===== config.mk =====
export PLATFORM = sky130hd
export DESIGN_NAME = uart_boot_loader
export DESIGN_NICKNAME = d
export VERILOG_FILES = /design/src/rtl/uart_boot_loader.sv
export SDC_FILE = /design/constraint.sdc
export NUM_CORES = 1
export LEC_CHECK = 0
export BUFFER_PORTS_ARGS = -buffer_cell sky130_fd_sc_hd__buf_4
export CORE_MARGIN = 2
export CORE_UTILIZATION = 64
export CTS_BUF_LIST = sky130_fd_sc_hd__clkbuf_8
export DETAILED_ROUTE_END_ITERATION = 8
export PLACE_DENSITY = 0.88
export SLEW_MARGIN = 20
export SYNTH_ARGS = -nofsm -noshare
export SYNTH_HDL_FRONTEND = slang
export SYNTH_SLANG_ARGS = --single-unit

===== constraint.sdc =====
create_clock -name clock -period 5.6 [get_ports clock]
set_input_delay 0.28 -clock clock [delete_from_list [all_inputs] [get_ports clock]]
set_output_delay 0.28 -clock clock [all_outputs]
set_load 0.01 [all_outputs]

===== src/rtl/uart_boot_loader.sv =====
// Framed UART firmware loader feeding the boot RAM write port; holds the CPU in reset during a load.
// Optional inter-byte timeout is enabled by defining UART_BOOT_LOADER_TIMEOUT_EN.
module uart_boot_loader #(
    parameter int          ADDR_W         = 11,
    parameter int          DEPTH          = 2048,
    parameter logic [7:0]  SYNC_BYTE      = 8'hA5,
    parameter int          TIMEOUT_CYCLES = 50_000_000
) (
    input  logic              clock,
    input  logic              reset,
    input  logic              rx_valid,
    input  logic [7:0]        rx_data,
    output logic [ADDR_W-1:0] mem_address,
    output logic [3:0]        mem_byteena,
    output logic [31:0]       mem_data,
    output logic              mem_wren,
    output logic              cpu_reset,
    output logic              busy,
    output logic              load_done,
    output logic              load_error
);

    typedef enum logic [2:0] {
        IDLE,
        LEN_LO,
        LEN_HI,
        DATA,
        CSUM
    } state_t;

    localparam logic [16:0] DEPTH_L = 17'(DEPTH);

    state_t              state_q, state_d;
    logic [7:0]          len_lo_q, len_lo_d;
    logic [15:0]         len_q, len_d;
    logic [ADDR_W+1:0]   cnt_q, cnt_d;
    logic [7:0]          sum_q, sum_d;
    logic [ADDR_W-1:0]   addr_d;
    logic [3:0]          be_d;
    logic [31:0]         data_d;
    logic                wren_d, cpu_d, busy_d, done_d, err_d;
    logic                last_byte;

`ifdef UART_BOOT_LOADER_TIMEOUT_EN
    logic [31:0]         tmo_q, tmo_d;
`else
    logic [31:0]         unused_tmo_cfg;
    assign unused_tmo_cfg = 32'(TIMEOUT_CYCLES);
`endif

    // Counter is ADDR_W+2 bits; widen to 18 so LEN=DEPTH compares correctly without wrap.
    assign last_byte = (({{(16-ADDR_W){1'b0}}, cnt_q} + 18'd1) == {len_q, 2'b00});

    always_ff @(posedge clock or posedge reset) begin
        if (reset) begin
            state_q     <= IDLE;
            len_lo_q    <= '0;
            len_q       <= '0;
            cnt_q       <= '0;
            sum_q       <= '0;
            mem_address <= '0;
            mem_byteena <= '0;
            mem_data    <= '0;
            mem_wren    <= 1'b0;
            cpu_reset   <= 1'b0;
            busy        <= 1'b0;
            load_done   <= 1'b0;
            load_error  <= 1'b0;
`ifdef UART_BOOT_LOADER_TIMEOUT_EN
            tmo_q       <= '0;
`endif
        end else begin
            state_q     <= state_d;
            len_lo_q    <= len_lo_d;
            len_q       <= len_d;
            cnt_q       <= cnt_d;
            sum_q       <= sum_d;
            mem_address <= addr_d;
            mem_byteena <= be_d;
            mem_data    <= data_d;
            mem_wren    <= wren_d;
            cpu_reset   <= cpu_d;
            busy        <= busy_d;
            load_done   <= done_d;
            load_error  <= err_d;
`ifdef UART_BOOT_LOADER_TIMEOUT_EN
            tmo_q       <= tmo_d;
`endif
        end
    end

    always_comb begin
        state_d  = state_q;
        len_lo_d = len_lo_q;
        len_d    = len_q;
        cnt_d    = cnt_q;
        sum_d    = sum_q;
        addr_d   = mem_address;
        be_d     = mem_byteena;
        data_d   = mem_data;
        wren_d   = 1'b0;
        cpu_d    = cpu_reset;
        busy_d   = busy;
        done_d   = load_done;
        err_d    = load_error;
`ifdef UART_BOOT_LOADER_TIMEOUT_EN
        if (rx_valid || state_q == IDLE) tmo_d = '0;
        else                             tmo_d = tmo_q + 32'd1;
`endif

        if (rx_valid) begin
            case (state_q)
                IDLE: begin
                    if (rx_data == SYNC_BYTE) begin
                        cpu_d   = 1'b1;
                        busy_d  = 1'b1;
                        done_d  = 1'b0;
                        err_d   = 1'b0;
                        cnt_d   = '0;
                        sum_d   = '0;
                        state_d = LEN_LO;
                    end
                end
                LEN_LO: begin
                    len_lo_d = rx_data;
                    state_d  = LEN_HI;
                end
                LEN_HI: begin
                    len_d = {rx_data, len_lo_q};
                    if ({1'b0, rx_data, len_lo_q} > DEPTH_L) begin
                        err_d   = 1'b1;
                        busy_d  = 1'b0;
                        cpu_d   = 1'b1;
                        state_d = IDLE;
                    end else if ({rx_data, len_lo_q} == 16'd0) begin
                        state_d = CSUM;
                    end else begin
                        state_d = DATA;
                    end
                end
                DATA: begin
                    addr_d = cnt_q[ADDR_W+1:2];
                    be_d   = 4'b0001 << cnt_q[1:0];
                    data_d = {4{rx_data}};
                    wren_d = 1'b1;
                    sum_d  = sum_q + rx_data;
                    cnt_d  = cnt_q + 1'b1;
                    if (last_byte) state_d = CSUM;
                end
                CSUM: begin
                    busy_d  = 1'b0;
                    state_d = IDLE;
                    if (rx_data == sum_q) begin
                        done_d = 1'b1;
                        cpu_d  = 1'b0;
                    end else begin
                        err_d  = 1'b1;
                        cpu_d  = 1'b1;
                    end
                end
                default: state_d = IDLE;
            endcase
        end
`ifdef UART_BOOT_LOADER_TIMEOUT_EN
        else if (state_q != IDLE && tmo_q == 32'(TIMEOUT_CYCLES - 1)) begin
            err_d   = 1'b1;
            busy_d  = 1'b0;
            cpu_d   = 1'b1;
            state_d = IDLE;
        end
`endif
    end

endmodule


=== Yosys cells after proc, flatten, opt, wreduce, memory -nomap -nowiden ===
Index checks and enable logic that the tools add are counted.

* Output and inout port bits: 52
* Word-level logic and storage cells: 65
* Register bits after elaboration: 100

* Equality and inequality tests: 12
* Mux-type cells: 22
* Reduce and logical (&&, ||, !) cells: 13
* Add/sub/neg operators: 3
* $lt $le $gt $ge: 1
* Shift operators: 1

{| class="wikitable"
|+ Operators with widths
! cell !! number
|-
| $pmux W13 S2 || 1
|-
| $eq A14 B18 Y1 || 1
|-
| $gt A16 B12 Y1 const B || 1
|-
| $logic_not A16 Y1 || 1
|-
| $pmux W8 S2 || 1
|-
| $add A13 B1 Y14 const B || 1
|-
| $add A13 B1 Y13 const B || 1
|-
| $mux W13 || 1
|-
| $mux W3 || 4
|-
| $pmux W3 S4 || 1
|-
| $ne A2 B2 Y1 const B || 5
|-
| $mux W1 || 9
|-
| $pmux W1 S3 || 3
|-
| $add A8 B8 Y8 || 1
|-
| $eq A8 B8 Y1 || 1
|-
| $eq A8 B8 Y1 const B || 1
|-
| $mux W8 || 1
|-
| $reduce_and A4 Y1 || 2
|-
| $eq A3 B2 Y1 const B || 2
|-
| $reduce_and A2 Y1 || 3
|-
| $reduce_and A3 Y1 || 2
|-
| $reduce_and A5 Y1 || 1
|-
| $reduce_bool A2 Y1 || 2
|-
| $shl A1 B2 Y4 const A || 1
|-
| other kinds (5) || 5
|}

=== Longest topological paths before layout ===
* Depth in word-level cells: 4
* Mapped depth: 8

=== Least setup slack after synthesis ===
No wires, ideal clock.

* Kind: register -> register
* Start point: reg cnt_q[0]
* End point: reg state_q[1]
* Arrival time: 2.138 ns
* Period minus slack after synthesis: 2.263 ns
* Buffers on the path: 1
* Cell stages (with the launch flop): 9
* Setup slack: 3.337 ns
* Required time: 5.475 ns
* Cell sequence: dfrtp_1 -> ha_1 -> and3_1 -> buf_4 -> nand2_2 -> o311a_1 -> o31ai_2 -> a41oi_2 -> mux2_4

* Longest elaborated chain between the ends: 4

{| class="wikitable"
|+ RTL lines
! element !! line !! RTL
|-
| start, declared || 36 || <nowiki>logic [ADDR_W+1:0] cnt_q, cnt_d;</nowiki>
|-
| start signal, assigned || 76 || <nowiki>cnt_q <= cnt_d;</nowiki>
|-
| $add A13 B1 Y14 || 52 || <nowiki>assign last_byte = (({{(16-ADDR_W){1'b0}}, cnt_q} + 18'd1) == {len_q, 2'b00});</nowiki>
|-
| $eq A14 B18 Y1 || 52 ||
|-
| $ne A2 B2 Y1 (no source line) || - ||
|-
| $reduce_and A3 Y1 (no source line) || - ||
|-
| end signal, assigned || 73 || <nowiki>state_q <= state_d;</nowiki>
|-
| end, declared || 33 || <nowiki>state_t state_q, state_d;</nowiki>
|}

Every way passes these cells.
A chain may end at the register's enable or synchronous reset.

=== Worst setup path in the final report ===
Same ends and word-level chain as after synthesis.

==> impl_metrics.toml <==
[pwr]
pwr-share-clk = 0.222
seqPwrFrac = 0.401
powerDensity_nw_per_um2 = 482
cellInternalPower_uw = 1450
sw_frac_of_total = 0.362
power_uw = 2280
p_comb_frac = 0.377
leakage_uw = 0.00228
ir_drop_mv = 0.422
power.switching_uw = 824

[logic_synthesis]
syn_avg_cell_area_um2 = 9.74
synth-edff-count = 0
ys_ff_latch = 76
synth_cells = 431
synth_ff_type = "dfrtp_1"
synth.distinct_cells = 63
ys_seq_area_frac = 0.453
synth_area_um2 = 4200
yosysWarnings = 0
async_reset_ff_frac = 1.00
syn_nets = 455

[timing]
worst_pin_slew_ps = 958
fin_crit_sh = 0.448
relSlewSlack = 0.361
fin_crit_ps = 2510
setup_violations = 0
rsz0062_at_grt = "false"
tns_ps = 0
finalHoldViolCount = 0
drv_slew = 0
fin_worst_skew_ps = 5.75
fmax_ghz = 0.398

[layout]
final_cells = 541
antenna_cells = 0
fill_cells = 445
final_util = 0.744
drive_above_1_share = 0.261
nets = 483
area_delta_synth_final_pct = 12.5

[route]
drtIter0Drc = 302
drc_errors = 0
dr.pass1.iters = 5
viasPerCell = 6.06
wl_per_cell_um = 17.1
wl_mm = 9.23
vias = 3278
antenna_left = 0

[clock_tree]
ctsResizeCount = 0
cts_tree = "done"
numCtsBuffers = 9
cts_setup_buffers = 0
clk_latency_ps = 360
clock_path_buffers = 2
ctsRootBufferMaster = "clkbuf_8"
hold_buffers = 0
clk_pin_slew_ps = 80
cts-htree-levels = 3
numClockSinks = 76

[floorplan]
io_pins = 63
die_w_um = 85
die_h_um = 85
start_util = 0.661
rows = 29
fp.dieArea_um2 = 7230
core_area_um2 = 6350

[global_routing]
grt_max_degree = 77
grt_pass1_wl_mm = 15.3
antenna_found_initial = 0
grt_use_met2 = 0.446
use_met3 = 0.0535
use_met1 = 0.342
grt_pass1_vias = 3217
grt.busiest_layer = "met2"
grt_use_total = 0.271
grt_overflow = 0

[critical_path]
worst_setup_path_start_kind = "flip-flop"
r2r_slack_ps = 3090
worstRegToRegCells = 7
critPathMaxFanout = 9
crit_type = "flip-flop to flip-flop"
worstPathRequired_ps = 5850
cp_slowest_cell = "or4_1"
crit_chain = "ha_1, nand3_2, or4_1, a21oi_1, o31ai_2, a41oi_2, mux2_4"
worstPathArrival_ps = 2760
cpPeakStageDelay_ps = 540
end_kind = "flip-flop"

[place]
dp_hpwl_mm = 6.31
place_inst = 525
port_buffers = 62
gp_congestion = 0.950

[min_path]
min_delay_path_depth = 3
holdCritPathClass = "input port to flip-flop"

[status]
outcome = "finished, final reports clean"

[job]
maxCapViolCount = 0
==> cell usage in the layout, fill, tap and decap left out, types with 2 or more instances in the layout <==
master       n
nand4_1      6
o21ai_0     32
mux2_2      25
xor2_1      10
o31ai_1      3
o41ai_1      2
dfrtp_1     76
o21ai_1      3
nor2_1      15
nand3_1      5
inv_2        2
clkinv_2     2
o21a_1       2
clkinvlp_4   2
o211ai_1     2
buf_4       64
and3_1       6
nor4_1       7
a21oi_1     13
inv_1       11
nand2_1     85
nor3_1       5
a22o_1       3
a31oi_1      4
or4_1        3
xnor2_1      8
or3_1        2
a21o_1       4
bufinv_16    3
nor2b_1      3
ha_1        12
clkbuf_8     9
o2111ai_1    2
nand2b_1     4
==> worst max-delay path, delay by kind of cell (launching register included) <==
family | cells | cell delay [ps]
DFF | 1 | 530
and+or+nand+nor | 2 | 690
adders and majority gates | 1 | 320
muxes | 1 | 320
AOI/OAI and AO/OA | 3 | 540
==> per-stage QoR <==
stage / hold slack [ps] / area [um^2] / worst slack (ps)
after floorplan: 385 / 4200 / 3340
after global placement: 459 / 4480 / 3190
after detailed placement: 464 / 4480 / 3110
after CTS: 162 / 4720 / 3100
after global routing: 194 / 4730 / 2950
final: 180 / 4730 / 3090
==> state kept, by name, indices dropped and copies added (netlist names), 3 cells and up <==
register     cells
len_lo_q         8
mem_address     11
state_q          3
len_q           16
mem_data         8
sum_q            8
cnt_q           13
mem_byteena      4
==> layer usage <==
layer	share of wire	routed length, um
met3	0.068	626
met1	0.41	3750
met2	0.50	4570
met5	0	0
met4	0.030	280
==> worst paths after layout <==
check                               start              to
min in group asynchronous           reset  mem_byteena[2]
max in group asynchronous           reset     len_lo_q[6]
setup / recovery                 cnt_q[0]      state_q[1]
hold reg to reg            mem_byteena[0]  mem_byteena[0]
setup reg to reg                 cnt_q[0]      state_q[1]
hold / removal                 rx_data[2]    mem_data[26]
==> layout make-up <==
class | count | area [um^2] | share of cell area
Multi-Input combinational cell | 295 | 1960 | 0.415
Sequential cell | 76 | 1900 | 0.402
Timing Repair Buffer | 64 | 480 | 0.102
Clock buffer | 9 | 124 | 0.0262
Clock inverter | 7 | 115 | 0.0244
Tap cell | 77 | 96.3 | 0.0204
Inverter | 13 | 48.8 | 0.0103
==> kinds of logic (layout without fill, tap and decap cells) <==
| kind of cell | Yosys count | count (layout) | synth area share |
|---|---|---|---|
| mux | 26 | 26 | 0.0706 |
| simple gates | 155 | 155 | 0.183 |
| flops | 76 | 76 | 0.453 |
| compound gates | 82 | 82 | 0.131 |
| buf+inv | 60 | 93 | 0.0819 |
| xor+xnor | 18 | 18 | 0.0375 |
| fa+ha+maj | 14 | 14 | 0.0429 |
==> cells in the mapped netlist (all sizes together) (2+ instances only) <==
| cell | n | share of area |
|---|---|---|
| a21o | 4 | 0.0072 |
| a21oi | 13 | 0.015 |
| a22o | 3 | 0.0063 |
| a31oi | 4 | 0.0060 |
| and3 | 6 | 0.0089 |
| buf | 35 | 0.060 |
| clkbuf | 12 | 0.011 |
| dfrtp | 76 | 0.45 |
| ha | 12 | 0.036 |
| inv | 13 | 0.012 |
| mux2 | 26 | 0.071 |
| nand2 | 87 | 0.080 |
| nand2b | 4 | 0.0060 |
| nand3 | 6 | 0.0083 |
| nand4 | 7 | 0.014 |
| nor2 | 15 | 0.013 |
| nor2b | 3 | 0.0045 |
| nor3 | 7 | 0.012 |
| nor3b | 2 | 0.0048 |
| nor4 | 7 | 0.010 |
| o2111ai | 2 | 0.0042 |
| o211ai | 2 | 0.0036 |
| o21a | 2 | 0.0036 |
| o21ai | 35 | 0.042 |
| o31ai | 4 | 0.0083 |
| o41ai | 2 | 0.0042 |
| or3 | 2 | 0.0030 |
| or4 | 3 | 0.0054 |
| xnor2 | 8 | 0.017 |
| xor2 | 10 | 0.021 |
==> power by group through the flow <==
stage          Clock [uW]  Combinational (uW)  Sequential [uW]
6_report              505                 858              913
5_1_grt               530                 939              938
4_1_cts               509                 857              908
3_5_place_dp            0                 851              914
3_3_place_gp            0                 809              902
2_1_floorplan           0                 651              877
No activity file was read; power rests on OpenSTA's default activity.
